--- src/rtl/bar_pkg.sv ---
// Shared constants and types for the spectrum bar pipeline (level generator and renderer).
package bar_pkg;

  localparam int NUM_BARS      = 10;
  localparam int HEIGHT_W      = 10;
  localparam int BINS_PER_BAND = 4;
  localparam int MAG_W         = 16;
  localparam int MAG_SHIFT     = 6;
  localparam int MAX_HEIGHT    = 479;
  localparam int DECAY_STEP    = 4;
  localparam int HOLD_FRAMES   = 30;

  localparam int NUM_BINS  = NUM_BARS * BINS_PER_BAND;
  localparam int BIN_CNT_W = $clog2(NUM_BINS + 1);
  localparam int HOLD_W    = $clog2(HOLD_FRAMES + 1);

  typedef logic [HEIGHT_W-1:0] height_t;
  typedef logic [MAG_W-1:0]    mag_t;

  // Shift at full magnitude width first so large bins clamp instead of wrapping.
  function automatic height_t scale_mag(input mag_t m);
    mag_t s;
    s = m >> MAG_SHIFT;
    if (s > mag_t'(MAX_HEIGHT)) return height_t'(MAX_HEIGHT);
    else                        return s[HEIGHT_W-1:0];
  endfunction

endpackage

--- src/rtl/bar_channel.sv ---
// One bar: committed target, frame-synchronous attack/decay height and,
// with BAR_PEAK_HOLD_EN defined, a peak marker with hold timer.
module bar_channel
  import bar_pkg::*;
(
  input  logic    clk,
  input  logic    rst,
  input  logic    tick,
  input  logic    commit,
  input  height_t target_in,
  output height_t height
`ifdef BAR_PEAK_HOLD_EN
  ,
  output height_t peak
`endif
);

  height_t target;
  height_t height_dec;
  height_t height_next;

  // NOTE: every variable assigned in always_comb gets a default first so no latch is inferred.
  always_comb begin
    height_dec  = (height > height_t'(DECAY_STEP)) ? height - height_t'(DECAY_STEP) : '0;
    height_next = target;
    if (target <= height && height_dec > target) height_next = height_dec;
  end

  // NOTE: non-blocking updates mean a tick in the commit cycle still sees the old target.
  always_ff @(posedge clk or posedge rst) begin
    if (rst) begin
      target <= '0;
      height <= '0;
    end else begin
      if (commit) target <= target_in;
      if (tick)   height <= height_next;
    end
  end

`ifdef BAR_PEAK_HOLD_EN
  logic [HOLD_W-1:0] hold;

  always_ff @(posedge clk or posedge rst) begin
    if (rst) begin
      peak <= '0;
      hold <= '0;
    end else if (tick) begin
      if (height_next >= peak) begin
        peak <= height_next;
        hold <= HOLD_W'(HOLD_FRAMES);
      end else if (hold != '0) begin
        hold <= hold - 1'b1;
      end else begin
        // peak > height_next here, so one step down never passes below it
        peak <= peak - 1'b1;
      end
    end
  end
`endif

endmodule

--- src/rtl/bar_level_gen.sv ---
// Groups spectral bins into bands, keeps per-band peaks and drives smoothed bar heights.
// Optional peak markers are built when BAR_PEAK_HOLD_EN is defined.
module bar_level_gen
  import bar_pkg::*;
(
  input  logic                         MAX10_CLK1_50,
  input  logic                         Reset_h,
  input  logic                         mag_valid,
  input  logic [MAG_W-1:0]             mag_data,
  input  logic                         mag_last,
  input  logic                         VGA_VS,
  output logic [NUM_BARS*HEIGHT_W-1:0] bar_height
`ifdef BAR_PEAK_HOLD_EN
  ,
  output logic [NUM_BARS*HEIGHT_W-1:0] peak_height
`endif
);

  logic [BIN_CNT_W-1:0] bin_cnt;
  logic [BIN_CNT_W-1:0] band;
  logic                 in_range;
  logic                 commit;
  logic                 vs_q;
  logic                 tick;

  mag_t    stage      [NUM_BARS];
  mag_t    stage_fold [NUM_BARS];
  height_t target_new [NUM_BARS];

  assign in_range = bin_cnt < BIN_CNT_W'(NUM_BINS);
  assign band     = bin_cnt / BIN_CNT_W'(BINS_PER_BAND);
  assign commit   = mag_valid & mag_last;

  // The current beat is folded in before the commit snapshot is scaled.
  always_comb begin
    for (int i = 0; i < NUM_BARS; i++) begin
      stage_fold[i] = stage[i];
      if (mag_valid && in_range && band == BIN_CNT_W'(i) && mag_data > stage[i])
        stage_fold[i] = mag_data;
      target_new[i] = scale_mag(stage_fold[i]);
    end
  end

  // NOTE: the staging array is small and must start from zero, so it is reset like any register.
  always_ff @(posedge MAX10_CLK1_50 or posedge Reset_h) begin
    if (Reset_h) begin
      bin_cnt <= '0;
      for (int i = 0; i < NUM_BARS; i++) stage[i] <= '0;
    end else if (commit) begin
      bin_cnt <= '0;
      for (int i = 0; i < NUM_BARS; i++) stage[i] <= '0;
    end else if (mag_valid && in_range) begin
      bin_cnt <= bin_cnt + 1'b1;
      for (int i = 0; i < NUM_BARS; i++) stage[i] <= stage_fold[i];
    end
  end

  always_ff @(posedge MAX10_CLK1_50 or posedge Reset_h) begin
    if (Reset_h) begin
      vs_q <= 1'b0;
      tick <= 1'b0;
    end else begin
      vs_q <= VGA_VS;
      tick <= VGA_VS & ~vs_q;
    end
  end

  for (genvar g = 0; g < NUM_BARS; g++) begin : g_bar
    bar_channel u_channel (
      .clk       (MAX10_CLK1_50),
      .rst       (Reset_h),
      .tick      (tick),
      .commit    (commit),
      .target_in (target_new[g]),
      .height    (bar_height[HEIGHT_W*g +: HEIGHT_W])
`ifdef BAR_PEAK_HOLD_EN
      ,
      .peak      (peak_height[HEIGHT_W*g +: HEIGHT_W])
`endif
    );
  end

endmodule

--- config.mk ---
export PLATFORM = sky130hd
export DESIGN_NAME = bar_level_gen
export DESIGN_NICKNAME = d
export VERILOG_FILES = /design/src/rtl/bar_pkg.sv /design/src/rtl/bar_channel.sv /design/src/rtl/bar_level_gen.sv
export SDC_FILE = /design/constraint.sdc
export NUM_CORES = 1
export LEC_CHECK = 0
export ABC_AREA = 1
export CAP_MARGIN = 40
export CORE_MARGIN = 3
export CORE_UTILIZATION = 40
export DETAILED_ROUTE_END_ITERATION = 8
export HOLD_SLACK_MARGIN = 0.03
export SYNTH_ARGS = -nofsm -noshare
export SYNTH_HDL_FRONTEND = slang
export SYNTH_SLANG_ARGS = --single-unit
--- constraint.sdc ---
create_clock -name MAX10_CLK1_50 -period 19.2 [get_ports MAX10_CLK1_50]
set_clock_uncertainty 0.05 [all_clocks]
set_input_delay 3.84 -clock MAX10_CLK1_50 [delete_from_list [all_inputs] [get_ports MAX10_CLK1_50]]
set_output_delay 3.84 -clock MAX10_CLK1_50 [all_outputs]
set_load 0.05 [all_outputs]
### Word-level counts from Yosys, hierarchy flattened

Index checks and enable logic that the tools add are counted.
Widths: inputs -> output; s select.

* add/sub/neg operators: 11
* magnitude comparators: 51
* equality and inequality tests: 9
* mux-type cells: 44
* bitwise gates (word level): 3
* reduce and logical (&&, ||, !) cells: 53

Operator list (count)
* $mux 160: 2
* $mux 10: 30
* $gt 16x16->1: 10
* $mux 16: 10
* $gt 10x10->1: 10
* $gt 10x3->1 const B: 10
* $gt 10x9->1 const B: 10
* $le 10x10->1: 10
* $sub 10x3->10 const B: 10
* $logic_and 1x1->1: 31
* $reduce_bool 2->1: 11
* $reduce_and 2->1: 10
* $eq 4x3->1 const B: 4
* $mux 6: 2
* $eq 4x2->1 const B: 2
* $eq 4x4->1 const B: 2
* $add 6x1->6 const B: 1
* $logic_not 6->1: 1
* $lt 6x6->1 const B: 1
* $eq 4x1->1 const B: 1
* $and 1x1->1: 2
* $not 1->1: 1

* bits in registers: 368
* input bits: 21
* output and inout bits: 100
* word-level logic and storage cells: 214

### Longest topological paths before layout

* depth in word-level cells: 7
* mapped depth: 24
* depth with buffers taken out: 23

### Hierarchy

A second synthesis with hierarchy kept.

* cell total of the unflattened synthesis: 3962
* area total of the unflattened synthesis: 28573.7 µm²

By module, submodules not included
* bar_channel: times used 10, cells an instance 241, area an instance 1684.1 µm², seq. area each 500.5 µm²
* bar_level_gen: times used 1, cells an instance 1552, area an instance 11732.5 µm², seq. area each 4204.0 µm²

### Worst setup path before layout

OpenSTA, ideal clock, no wires.

* path kind: in2reg
* from: input port mag_data[0]
* to: register g_bar[6].u_channel.target[0]
* library setup time: 0.113 ns
* arrival time: 5.431 ns
* data required time: 19.037 ns
* slack: 13.606 ns
* stages: 20
* path buffers: 1
* cells stage by stage: inv_1 > ha_1 > inv_1 > nand2_1 > nand2_1 > nand2_1 > nand2_1 > nand2_1 > nand2_1 > nand2_1 > nand2_1 > nand2_2 > buf_2 > nand2_1 > nand2_1 > nor2_1 > nand2_1 > nand3_1 > nand2_1 > inv_1

* cells in the longest elaborated chain, start to end: 5

RTL lines
* start, declared: line bar_level_gen.sv:9 `input logic [MAG_W-1:0] mag_data,`
* $gt 16x16->1 *: line bar_level_gen.sv:38 `if (mag_valid && in_range && band == BIN_CNT_W'(i) && mag_data > stage[i])`
* $logic_and 1x1->1 *: line bar_level_gen.sv:38
* $mux 16 *: line bar_level_gen.sv:38
* $gt 10x9->1: line bar_pkg.sv:24 `if (s > mag_t'(MAX_HEIGHT)) return height_t'(MAX_HEIGHT);`
* $mux 10 *: line bar_pkg.sv:24
* end signal, assigned: line bar_channel.sv:35 `if (commit) target <= target_in;`
* end, declared: line bar_channel.sv:18 `height_t target;`

Every way passes the cells marked *; elsewhere a longest branch is shown, timed or not. The select of a mux whose other input is x is not followed.
A chain may end at the register's enable or synchronous reset.

### Worst setup path in the final report

* from: input port mag_valid
* to: register stage[116] in the netlist's numbering

* cells in the longest elaborated chain, start to end: 5
* elaborated cells between the ends (all ways): 8
* classes of those cells: mux (1); bitwise (1); reduce/logical (6)

RTL lines
* start, declared: line bar_level_gen.sv:8 `input logic mag_valid,`
* $logic_and 1x1->1: line bar_level_gen.sv:38, bar_level_gen.sv:52
* $logic_and 1x1->1 (2 in a row): line bar_level_gen.sv:38
* $reduce_bool 2->1 (no line)
* $reduce_and 2->1 (no line)
* end, declared: line bar_level_gen.sv:26 `mag_t stage [NUM_BARS];`

Parallel ways exist; a longest one is shown, timed or not.

==> run_results.csv <==
group,metric,value,unit
synth,synth-main-ff-cell,"dfrtp_1",
clock_network,cts_tree,"done",
critical_path,slowest_delay,0.75,ns
critical_path,reg2reg_depth,19,
placement,place_hpwl,51900,µm
clock_network,cts_max_level,2,
synth,syn_nets,4182,
route,wirelength,72100,µm
global_route,use_met1,28.7,%
synth,yosysSeqAreaShare,33.7,%
timing,final_max_slew_viol_count,0,
floorplan,core_region_area,67400,µm²
layout,final_nets,4278,
job,max_cap_violations,0,
floorplan,rows,95,
critical_path,worst_ep_arrival_time,7.47,ns
clock_network,clockBufferDepth,3,
synth,synth_cell_types,42,
placement,place_area,29500,µm²
synth,syn_avg_cell_area,7.22,µm²
timing,finalHoldViolCount,0,
timing,rsz0062_at_grt,"false",
worst_hold_path,hold_depth,1,
global_route,grt_pass1_wl,119000,µm
clock_network,post_cts_buffers,0,
pwr,peakVddDrop,0.0000767,V
global_route,grtUsageMet3,2.60,%
clock_network,cts_resized,0,
placement,portBuffers,120,
route,antenna_left,0,
synth,ys_async_sr_fraction,100,%
timing,setup-violations-final,0,
timing,fin_crit_sh,36.5,%
synth,synth-edff-count,0,
outcome,outcome,"finished clean",
critical_path,timing.rr.start,"g_bar[9].u_channel.height[3]",
floorplan,start_util,40.5,%
floorplan,die_h,267,µm
clock_network,clk_latency,0.60,ns
route,drc,0,
global_route,globalRouteOverflowTotal,0,
synth,synth_seq_cells,368,
route,wire_per_inst,15.1,µm
timing,tns,0,ns
critical_path,critPathKind,"in2reg",
synth,mappedNetlistArea,27300,µm²
critical_path,cp.required,19.65,ns
layout,antenna_cells,0,
timing,period_needed,7.02,ns
placement,gp_congestion,0.841,
pwr,powerDensity,147,nW/µm²
critical_path,path_common_cell,"buf_4",
timing,tightestPinTransition,0.930,ns
layout,fin_area,31200,µm²
global_route,grtUsageMet2,33.4,%
global_route,grt.total_usage,20.5,%
synth,ys_warn_count,0,
critical_path,path_max_fanout,80,
pwr,p_leak,16.0,nW
floorplan,dieWidth,267,µm
timing,relSlewSlack,38.0,%
global_route,busiest_layer,"met2",
global_route,antenna_found_initial,1,
critical_path,rrSetupSlack,15.36,ns
layout,final_util,46.2,%
global_route,grt_max_degree,157,
critical_path,end_kind,"flop",
clock_network,postCtsHoldBufs,0,
timing,fmax,143,MHz
clock_network,cts.clk_slew.worst_paths,0.06,ns
floorplan,dieArea,71400,µm²
worst_hold_path,min_path_type,"reg2reg",
synth,syn_inst,3780,
critical_path,setup.worst_path.start_class,"input pin",
route,drt_iter0_markers,1451,
worst_hold_path,hold_end,"tick",
route,via_count,23900,
clock_network,cts-buffers-inserted,47,
critical_path,cp_cell_sequence,"clkdlybuf4s50_1, nand2_4, buf_4, buf_4, nand2_1, o22ai_1",
layout,drive_above_1_share,4.86,%
layout,syn_to_final_growth,14.1,%
worst_hold_path,hp-start,"vs_q",
global_route,grt_pass1_vias,23000,
pwr,power,0.00459,W
route,drt-pass1-iter-count,5,
clock_network,clock-root-buffer,"clkbuf_16",
floorplan,io_pins,121,
route,viasPerCell,5.00,
critical_path,cp_slowest_cell,"buf_4",
critical_path,r2r-end,"g_bar[9].u_channel.height[0]",
clock_network,cts.sinks,368,
[worst max path at each step]
stage,start,end,slack (ns),depth (start not counted)
4_1_cts,mag_valid,stage[133],12.19,6
5_1_grt,mag_valid,stage[84],11.84,6
2_1_floorplan,Reset_h,bin_cnt[0],5.09,1
3_5_place_dp,mag_valid,stage[149],11.56,6
3_3_place_gp,mag_valid,stage[37],11.59,6
6_report,mag_valid,stage[116],12.18,6
[cell usage in the layout (no fill, tap or decap), types with 5 or more instances in the layout]
cell type        Yosys  final
a21o_1              11     11
a21oi_1            162    162
buf_4                2      9
buf_8                0      8
bufinv_16            0      9
clkbuf_16            0     48
clkdlybuf4s50_1      0    120
clkinv_2             0     16
dfrtp_1            368    367
ha_1               381    381
inv_1              623    621
nand2_1            920    919
nand2_2             32     32
nand3_1            256    256
nand3b_1            18     18
nand4_1             32     32
nor2_1             455    455
nor2_2              20     20
nor3_1              17     17
nor3_4               6      6
nor4_1               5      5
o2111ai_1           10     10
o211ai_1            42     42
o21a_1               5      5
o21ai_0            101    101
o21ai_1             63     63
o21ai_2             10     10
o22ai_1             87     87
or2_1               10     10
or2_2                7      7
xor2_1              18     18
[cells by family (layout without fill, tap and decap cells)]
logic type / count (synthesis) / count (layout) / synth area share [%]
AND/OR/NAND/NOR: 1784 / 1784 / 27.4
buffers and inverters: 725 / 856 / 10.2
AO/OA/AOI/OAI: 502 / 502 / 10.6
adder cells (fa/ha/maj): 381 / 381 / 17.5
flip-flops: 368 / 368 / 33.7
XOR/XNOR: 20 / 20 / 0.642
[critical path: cells and delay by family]
kind | cells | cell delay, ns
buf+inv | 3 | 2.09
simple gates | 2 | 1.19
compound gates | 1 | 0.31
[final cells by class]
cell class                 instances  area (µm²)
clock buffer                      56        1270
clock inverter                    28         384
fill                            6747       36200
inverter                         630        2370
multi-input combinational       2687       15300
sequential                       368        9210
tap                              873        1090
timing repair buffer             142        1500
[flip-flops by register name (all words and copies together), names as in the netlist]
name                    cells
g_bar.u_channel.target    100
vs_q                        1
tick                        1
stage                     160
bin_cnt                     6
g_bar.u_channel.height    100
[report_power, final]
part	leakage [nW]	switching (W)	internal, W
Clock	0.830	0.000361	0.000592
Sequential	4.85	0.000156	0.000921
Combinational	10.3	0.00168	0.000878
Total	16.0	0.00219	0.00239
[cells in the mapped netlist, types with 6 or more instances]
cell	n	share of area, %
o21ai_2	10	0.32
a21oi_1	162	3.0
nand3b_1	18	0.50
inv_1	623	8.6
nor3_4	6	0.36
buf_2	7	0.13
nor3_1	17	0.31
clkbuf_1	70	0.96
or2_2	7	0.16
nand2_2	32	0.73
ha_1	381	17
o211ai_1	42	1.2
o2111ai_1	10	0.32
xor2_1	18	0.58
or2_1	10	0.23
nand3_1	256	4.7
a21o_1	11	0.30
nand2_1	920	13
dfrtp_1	368	34
buf_1	11	0.15
o22ai_1	87	2.0
nor2_1	455	6.3
o21ai_0	101	1.9
o21ai_1	63	1.2
nand4_1	32	0.73
nor2_2	20	0.46
[routing by layer]
layer  share of wire, %  wire length [µm]
met3                4.1              2920
met2                 44             31800
met1                 49             35500
met4                2.5              1800
met5                  0                 0
[stage by stage]
| step | std cells | setup slack (ns) | hold WS (ns) |
|---|---|---|---|
| 5_1_grt | 4784 | 11.84 | 0.370 |
| 4_1_cts | 4784 | 12.19 | 0.360 |
| 6_report | 4784 | 12.18 | 0.362 |
| 2_1_floorplan | 3780 | 5.09 | 0.326 |
| 3_3_place_gp | 4688 | 11.59 | 0.348 |
| 3_5_place_dp | 4700 | 11.56 | 0.346 |
(Power assumes the default switching activity.)
